$ cat src/rtl/packet_retry_buffer.sv
// Packet retry buffer: FWFT FIFO with a rewindable retry window.
// Entries between mark_ptr and wr_ptr are protected until committed.
module packet_retry_buffer #(
    parameter int DATA_WIDTH = 8,
    parameter int DEPTH      = 64,
    parameter int OCC_WIDTH  = $clog2(DEPTH) + 1
) (
    input  logic                  clk,
    input  logic                  rst,
    input  logic                  store_tx_data,
    input  logic                  store_rx_packet_data,
    input  logic [DATA_WIDTH-1:0] tx_data,
    input  logic [DATA_WIDTH-1:0] rx_packet_data,
    input  logic                  get_rx_data,
    input  logic                  get_tx_packet_data,
    input  logic                  clear,
    input  logic                  flush,
    input  logic                  pkt_mark,
    input  logic                  pkt_commit,
    input  logic                  pkt_rewind,
    output logic [DATA_WIDTH-1:0] rx_data,
    output logic [DATA_WIDTH-1:0] tx_packet_data,
    output logic [OCC_WIDTH-1:0]  buffer_occupancy,
    output logic [OCC_WIDTH-1:0]  retained_count,
    output logic                  full,
    output logic                  empty,
    output logic                  overflow,
    output logic                  underflow,
    output logic                  collision
);

    localparam int AW = $clog2(DEPTH);

    typedef enum logic {
        S_IDLE,
        S_HOLD
    } state_t;

    state_t r_state;
    state_t w_state_nxt;

    logic [OCC_WIDTH-1:0]  r_wr_ptr;
    logic [OCC_WIDTH-1:0]  r_rd_ptr;
    logic [OCC_WIDTH-1:0]  r_mark_ptr;
    logic [DATA_WIDTH-1:0] r_mem [DEPTH];
    logic                  r_overflow;
    logic                  r_underflow;
    logic                  r_collision;

    logic [OCC_WIDTH-1:0]  w_occ;
    logic [OCC_WIDTH-1:0]  w_ret;
    logic [OCC_WIDTH-1:0]  w_wr_nxt;
    logic [OCC_WIDTH-1:0]  w_rd_nxt;
    logic [OCC_WIDTH-1:0]  w_mark_nxt;
    logic [DATA_WIDTH-1:0] w_wr_data;
    logic [DATA_WIDTH-1:0] w_head;
    logic                  w_full;
    logic                  w_empty;
    logic                  w_wr_req;
    logic                  w_both;
    logic                  w_rd_req;
    logic                  w_ctl_clr;
    logic                  w_hold;
    logic                  w_rewind;
    logic                  w_commit;
    logic                  w_mark;
    logic                  w_wr_en;
    logic                  w_rd_en;

    assign w_occ   = r_wr_ptr - r_rd_ptr;
    assign w_ret   = r_wr_ptr - r_mark_ptr;
    assign w_full  = (w_ret == OCC_WIDTH'(DEPTH));
    assign w_empty = (w_occ == '0);

    assign w_wr_req  = store_tx_data | store_rx_packet_data;
    assign w_both    = store_tx_data & store_rx_packet_data;
    assign w_wr_data = store_tx_data ? tx_data : rx_packet_data;
    assign w_rd_req  = get_rx_data | get_tx_packet_data;
    assign w_ctl_clr = flush | clear;

    // Control priority: flush/clear > rewind > commit > mark
    assign w_rewind = !w_ctl_clr && pkt_rewind && w_hold;
    assign w_commit = !w_ctl_clr && !pkt_rewind && pkt_commit;
    assign w_mark   = !w_ctl_clr && !pkt_rewind && !pkt_commit && pkt_mark;

    // Full blocks writes even with a same-cycle pop, so the window stays intact
    assign w_wr_en = w_wr_req && !w_full && !w_ctl_clr;
    assign w_rd_en = w_rd_req && !w_empty && !w_rewind && !w_ctl_clr;

    always_ff @(posedge clk) begin
        if (rst) r_state <= S_IDLE;
        else     r_state <= w_state_nxt;
    end

    always_comb begin
        w_state_nxt = r_state;
        unique case (1'b1)
            w_ctl_clr: w_state_nxt = S_IDLE;
            pkt_rewind: w_state_nxt = r_state;
            pkt_commit: w_state_nxt = S_IDLE;
            pkt_mark:   w_state_nxt = S_HOLD;
            default:    w_state_nxt = r_state;
        endcase
    end

    always_comb begin
        w_hold = (r_state == S_HOLD);
    end

    always_comb begin
        w_wr_nxt = r_wr_ptr;
        if (w_ctl_clr)    w_wr_nxt = '0;
        else if (w_wr_en) w_wr_nxt = r_wr_ptr + OCC_WIDTH'(1);
    end

    always_comb begin
        w_rd_nxt = r_rd_ptr;
        if (w_ctl_clr)     w_rd_nxt = '0;
        else if (w_rewind) w_rd_nxt = r_mark_ptr;
        else if (w_rd_en)  w_rd_nxt = r_rd_ptr + OCC_WIDTH'(1);
    end

    // Outside a window the mark trails the read pointer
    always_comb begin
        w_mark_nxt = w_rd_nxt;
        if (w_ctl_clr)                 w_mark_nxt = '0;
        else if (w_mark)               w_mark_nxt = r_rd_ptr;
        else if (w_hold && !w_commit)  w_mark_nxt = r_mark_ptr;
    end

    always_ff @(posedge clk) begin
        if (rst) begin
            r_wr_ptr   <= '0;
            r_rd_ptr   <= '0;
            r_mark_ptr <= '0;
        end else begin
            r_wr_ptr   <= w_wr_nxt;
            r_rd_ptr   <= w_rd_nxt;
            r_mark_ptr <= w_mark_nxt;
        end
    end

    always_ff @(posedge clk) begin
        if (rst || flush) begin
            r_overflow  <= 1'b0;
            r_underflow <= 1'b0;
            r_collision <= 1'b0;
        end else if (!clear) begin
            if (w_both)
                r_collision <= 1'b1;
            if (w_wr_req && w_full)
                r_overflow <= 1'b1;
            if (w_rd_req && w_empty && !w_rewind)
                r_underflow <= 1'b1;
        end
    end

    always_ff @(posedge clk) begin
        if (!rst && w_wr_en)
            r_mem[r_wr_ptr[AW-1:0]] <= w_wr_data;
    end

    assign w_head = r_mem[r_rd_ptr[AW-1:0]];

    assign rx_data          = w_empty ? '0 : w_head;
    assign tx_packet_data   = w_empty ? '0 : w_head;
    assign buffer_occupancy = w_occ;
    assign retained_count   = w_ret;
    assign full             = w_full;
    assign empty            = w_empty;
    assign overflow         = r_overflow;
    assign underflow        = r_underflow;
    assign collision        = r_collision;

endmodule

$ cat config.mk
export PLATFORM = sky130hd
export DESIGN_NAME = packet_retry_buffer
export DESIGN_NICKNAME = d
export VERILOG_FILES = /design/src/rtl/packet_retry_buffer.sv
export SDC_FILE = /design/constraint.sdc
export NUM_CORES = 1
export LEC_CHECK = 0
export BUFFER_PORTS_ARGS = -buffer_cell sky130_fd_sc_hd__buf_4
export CAP_MARGIN = 25
export CELL_PAD_IN_SITES_DETAIL_PLACEMENT = 1
export CELL_PAD_IN_SITES_GLOBAL_PLACEMENT = 1
export CORE_MARGIN = 2
export CORE_UTILIZATION = 44
export CTS_CLUSTER_DIAMETER = 120
export DETAILED_ROUTE_END_ITERATION = 8
export PLACE_DENSITY_LB_ADDON = 0.2
export SYNTH_ARGS = -nofsm -noshare
export SYNTH_HDL_FRONTEND = slang
export SYNTH_SLANG_ARGS = --single-unit
$ cat constraint.sdc
create_clock -name clk -period 4.84 [get_ports clk]
set_clock_uncertainty 0.15 [all_clocks]
set_input_delay 0.484 -clock clk [delete_from_list [all_inputs] [get_ports clk]]
set_output_delay 0.484 -clock clk [all_outputs]
set_load 0.02 [all_outputs]
==> flow_metrics.env <==
export IMPL_core_um2=49200
export IMPL_hpwlAfterDp_um=33200
export IMPL_min_path_type="in -> reg"
export IMPL_io_pins=62
export IMPL_post_route_period_util_pct=97.8
export IMPL_vias=11200
export IMPL_seq_area_frac_synth_pct=72.1
export IMPL_end_kind="output port"
export IMPL_grt_max_degree=133
export IMPL_cts_buffer_depth=3
export IMPL_final_cell_mix="edfxtp_1, mux4_2, buf_4, nor2_1, clkbuf_16"
export IMPL_first_pass_iters=5
export IMPL_cp_arrival_ns=4.10
export IMPL_finalHoldViolCount=0
export IMPL_n_antenna_cell=0
export IMPL_status="completed"
export IMPL_drt_total_wl_um=53800
export IMPL_synth_ff_type="edfxtp_1"
export IMPL_min_path_cells=3
export IMPL_stdcell_count=1933
export IMPL_avgSynthCellArea_um2=19.7
export IMPL_synth_enable_flop_cells=512
export IMPL_drc=0
export IMPL_cts_buffers=53
export IMPL_syn_num_nets=1162
export IMPL_peakVddDrop_v=0.000239
export IMPL_cts_tree="built"
export IMPL_fin_setup_tns_ns=0
export IMPL_finalMaxSlewViolations=0
export IMPL_syn_instance_count=1119
export IMPL_tightest_slew_ns=1.07
export IMPL_layout_commonest_cell="edfxtp_1"
export IMPL_syn_to_final_growth_pct=14.9
export IMPL_power_density_nw_per_um2=382
export IMPL_drv_cap=0
export IMPL_fin_crit_ns=4.73
export IMPL_p_leak_nw=8.07
export IMPL_drt_antenna_violating_nets=0
export IMPL_synthArstFlopShare_pct=0
export IMPL_rsz0062_at_grt="no"
export IMPL_fp_dieW_um=228
export IMPL_overflow=0
export IMPL_yosys_cell_types_count=63
export IMPL_first_global_vias=11800
export IMPL_numPlacedInstances=1836
export IMPL_row_count=81
export IMPL_cts_sinks=537
export IMPL_initialDrtViolationCount=997
export IMPL_syn_area_um2=22000
export IMPL_num_fill_cells=4438
export IMPL_maxSlewHeadroom_pct=28.8
export IMPL_cts_setup_buffers=0
export IMPL_io_buffers=61
export IMPL_yosys_warnings=0
export IMPL_dieHeight_um=228
export IMPL_synth_seq_cells=537
export IMPL_reg2reg_depth=11
export IMPL_start_kind="flop"
export IMPL_dieArea_um2=51800
export IMPL_clk_pin_slew_ns=0.06
export IMPL_vias_per_cell=5.80
export IMPL_setup_violations_final=0
export IMPL_final_nets=1274
export IMPL_gp_congestion=0.835
export IMPL_grt_pass1_wl_um=79400
export IMPL_crit_path_max_fanout=14
export IMPL_clock_latency_ns=0.60
export IMPL_crit_required_ns=4.21
export IMPL_htree_levels=2
export IMPL_start_util_pct=44.8
export IMPL_critPathKind="reg -> out"
export IMPL_grt_antenna_before_repair=0
export IMPL_drive_above_1_share_pct=30.9
export IMPL_clock_fmax_mhz=211
export IMPL_avgRoutedWirePerCell_um=27.8
export IMPL_cts_root_buffer_cell="clkbuf_16"
export IMPL_grtUsageTotal_pct=21.5
-- state kept, by name, indices dropped and copies added, names as in the netlist --
register and flops:
overflow 1, r_mem 512, r_mark_ptr 7, r_rd_ptr 7, r_wr_ptr 7, collision 1, r_state 1, underflow 1
-- worst paths after layout --
check | to | slack, ns | from
worst max-delay path | rx_data[4] | 0.11 | r_wr_ptr[0]
worst min-delay path | collision | 0.08 | store_rx_packet_data
worst max register to register | r_mem[32][3] | 0.39 | r_wr_ptr[0]
worst min register to register | r_rd_ptr[0] | 0.34 | r_mark_ptr[0]
-- where the power goes --
group | internal (mW) | switching [mW] | leakage [nW] | total, mW
Clock | 2.50 | 1.72 | 0.859 | 4.21
Combinational | 0.0906 | 0.232 | 2.40 | 0.323
Sequential | 5.12 | 0.00316 | 4.80 | 5.13
Total | 7.71 | 1.95 | 8.07 | 9.66
-- timing repair --
action                                  4_1_cts  5_1_grt
resized for setup                             0        1
endpoints found under the hold margin         4        0
hold buffers                                  4        0
endpoints found under the setup margin        0        2
-- cell type report --
type,count,area [µm²],share of cell area (%)
Sequential cell,537,15900,62.8
Multi-Input combinational cell,485,5680,22.5
Clock buffer,65,1410,5.59
Timing Repair Buffer,131,1030,4.08
Tap cell,664,831,3.29
Clock inverter,28,355,1.41
Inverter,23,86.3,0.341
-- synth_stat cells (9+ instances only) --
| master | instances | area [µm²] |
|---|---|---|
| dfxtp_1 | 25 | 500 |
| buf_1 | 10 | 37.5 |
| edfxtp_1 | 512 | 15400 |
| nand2_1 | 36 | 135 |
| and3_1 | 9 | 56.3 |
| a21oi_1 | 20 | 100 |
| nor2_1 | 70 | 263 |
| inv_1 | 20 | 75.1 |
| ha_1 | 14 | 175 |
| buf_4 | 9 | 67.6 |
| buf_2 | 20 | 100 |
| nor3_1 | 26 | 130 |
| mux2_2 | 9 | 101 |
| or3_1 | 10 | 62.6 |
| clkbuf_1 | 30 | 113 |
| mux4_2 | 160 | 3600 |
| o21ai_0 | 19 | 95.1 |
| a211oi_1 | 13 | 97.6 |
| mux2i_1 | 10 | 100 |
-- logic make-up after synthesis --
family,Yosys count,synth area share [%]
mux,179,17.3
flops,537,72.1
buf+inv,97,2.09
xor+xnor,9,0.358
simple gates,193,4.53
compound gates,88,2.60
fa+ha+maj,16,0.978
-- through the flow --
step                hold slack (ns)  area, µm²  total power, mW  util, %  setup slack (ns)
floorplan                     0.303      22000             5.40        -             0.483
global placement              0.333      23500             5.54     47.8             0.623
detailed placement            0.339      23500             5.55     47.8             0.457
CTS                          0.0586      25300             9.75     51.4             0.179
global route                  0.127      25300             9.92     51.4           0.00571
finish                       0.0822      25300             9.66     51.4             0.108
-- routing by layer --
| metal | track usage (%) | routed length, µm | vias to the layer above |
|---|---|---|---|
| li1 | - | - | 4814 |
| met1 | 30.7 | 23700 | 5948 |
| met2 | 33.2 | 25200 | 366 |
| met3 | 4.29 | 3170 | 90 |
| met4 | 7.53 | 1710 | 0 |
| met5 | 0 | 0 | - |
-- worst max-delay path: stages, from the launching register on --
cell	delay, ns
dfxtp_1	0.40
inv_1	0.16
ha_1	0.18
inv_1	0.05
fa_1	0.44
a211oi_1	0.33
o21bai_1	0.12
a21oi_1	0.26
xnor2_1	0.28
nand2_1	0.21
inv_1	0.28
a211oi_1	0.55
buf_4	0.25
No activity file was read; power rests on OpenSTA's default activity.
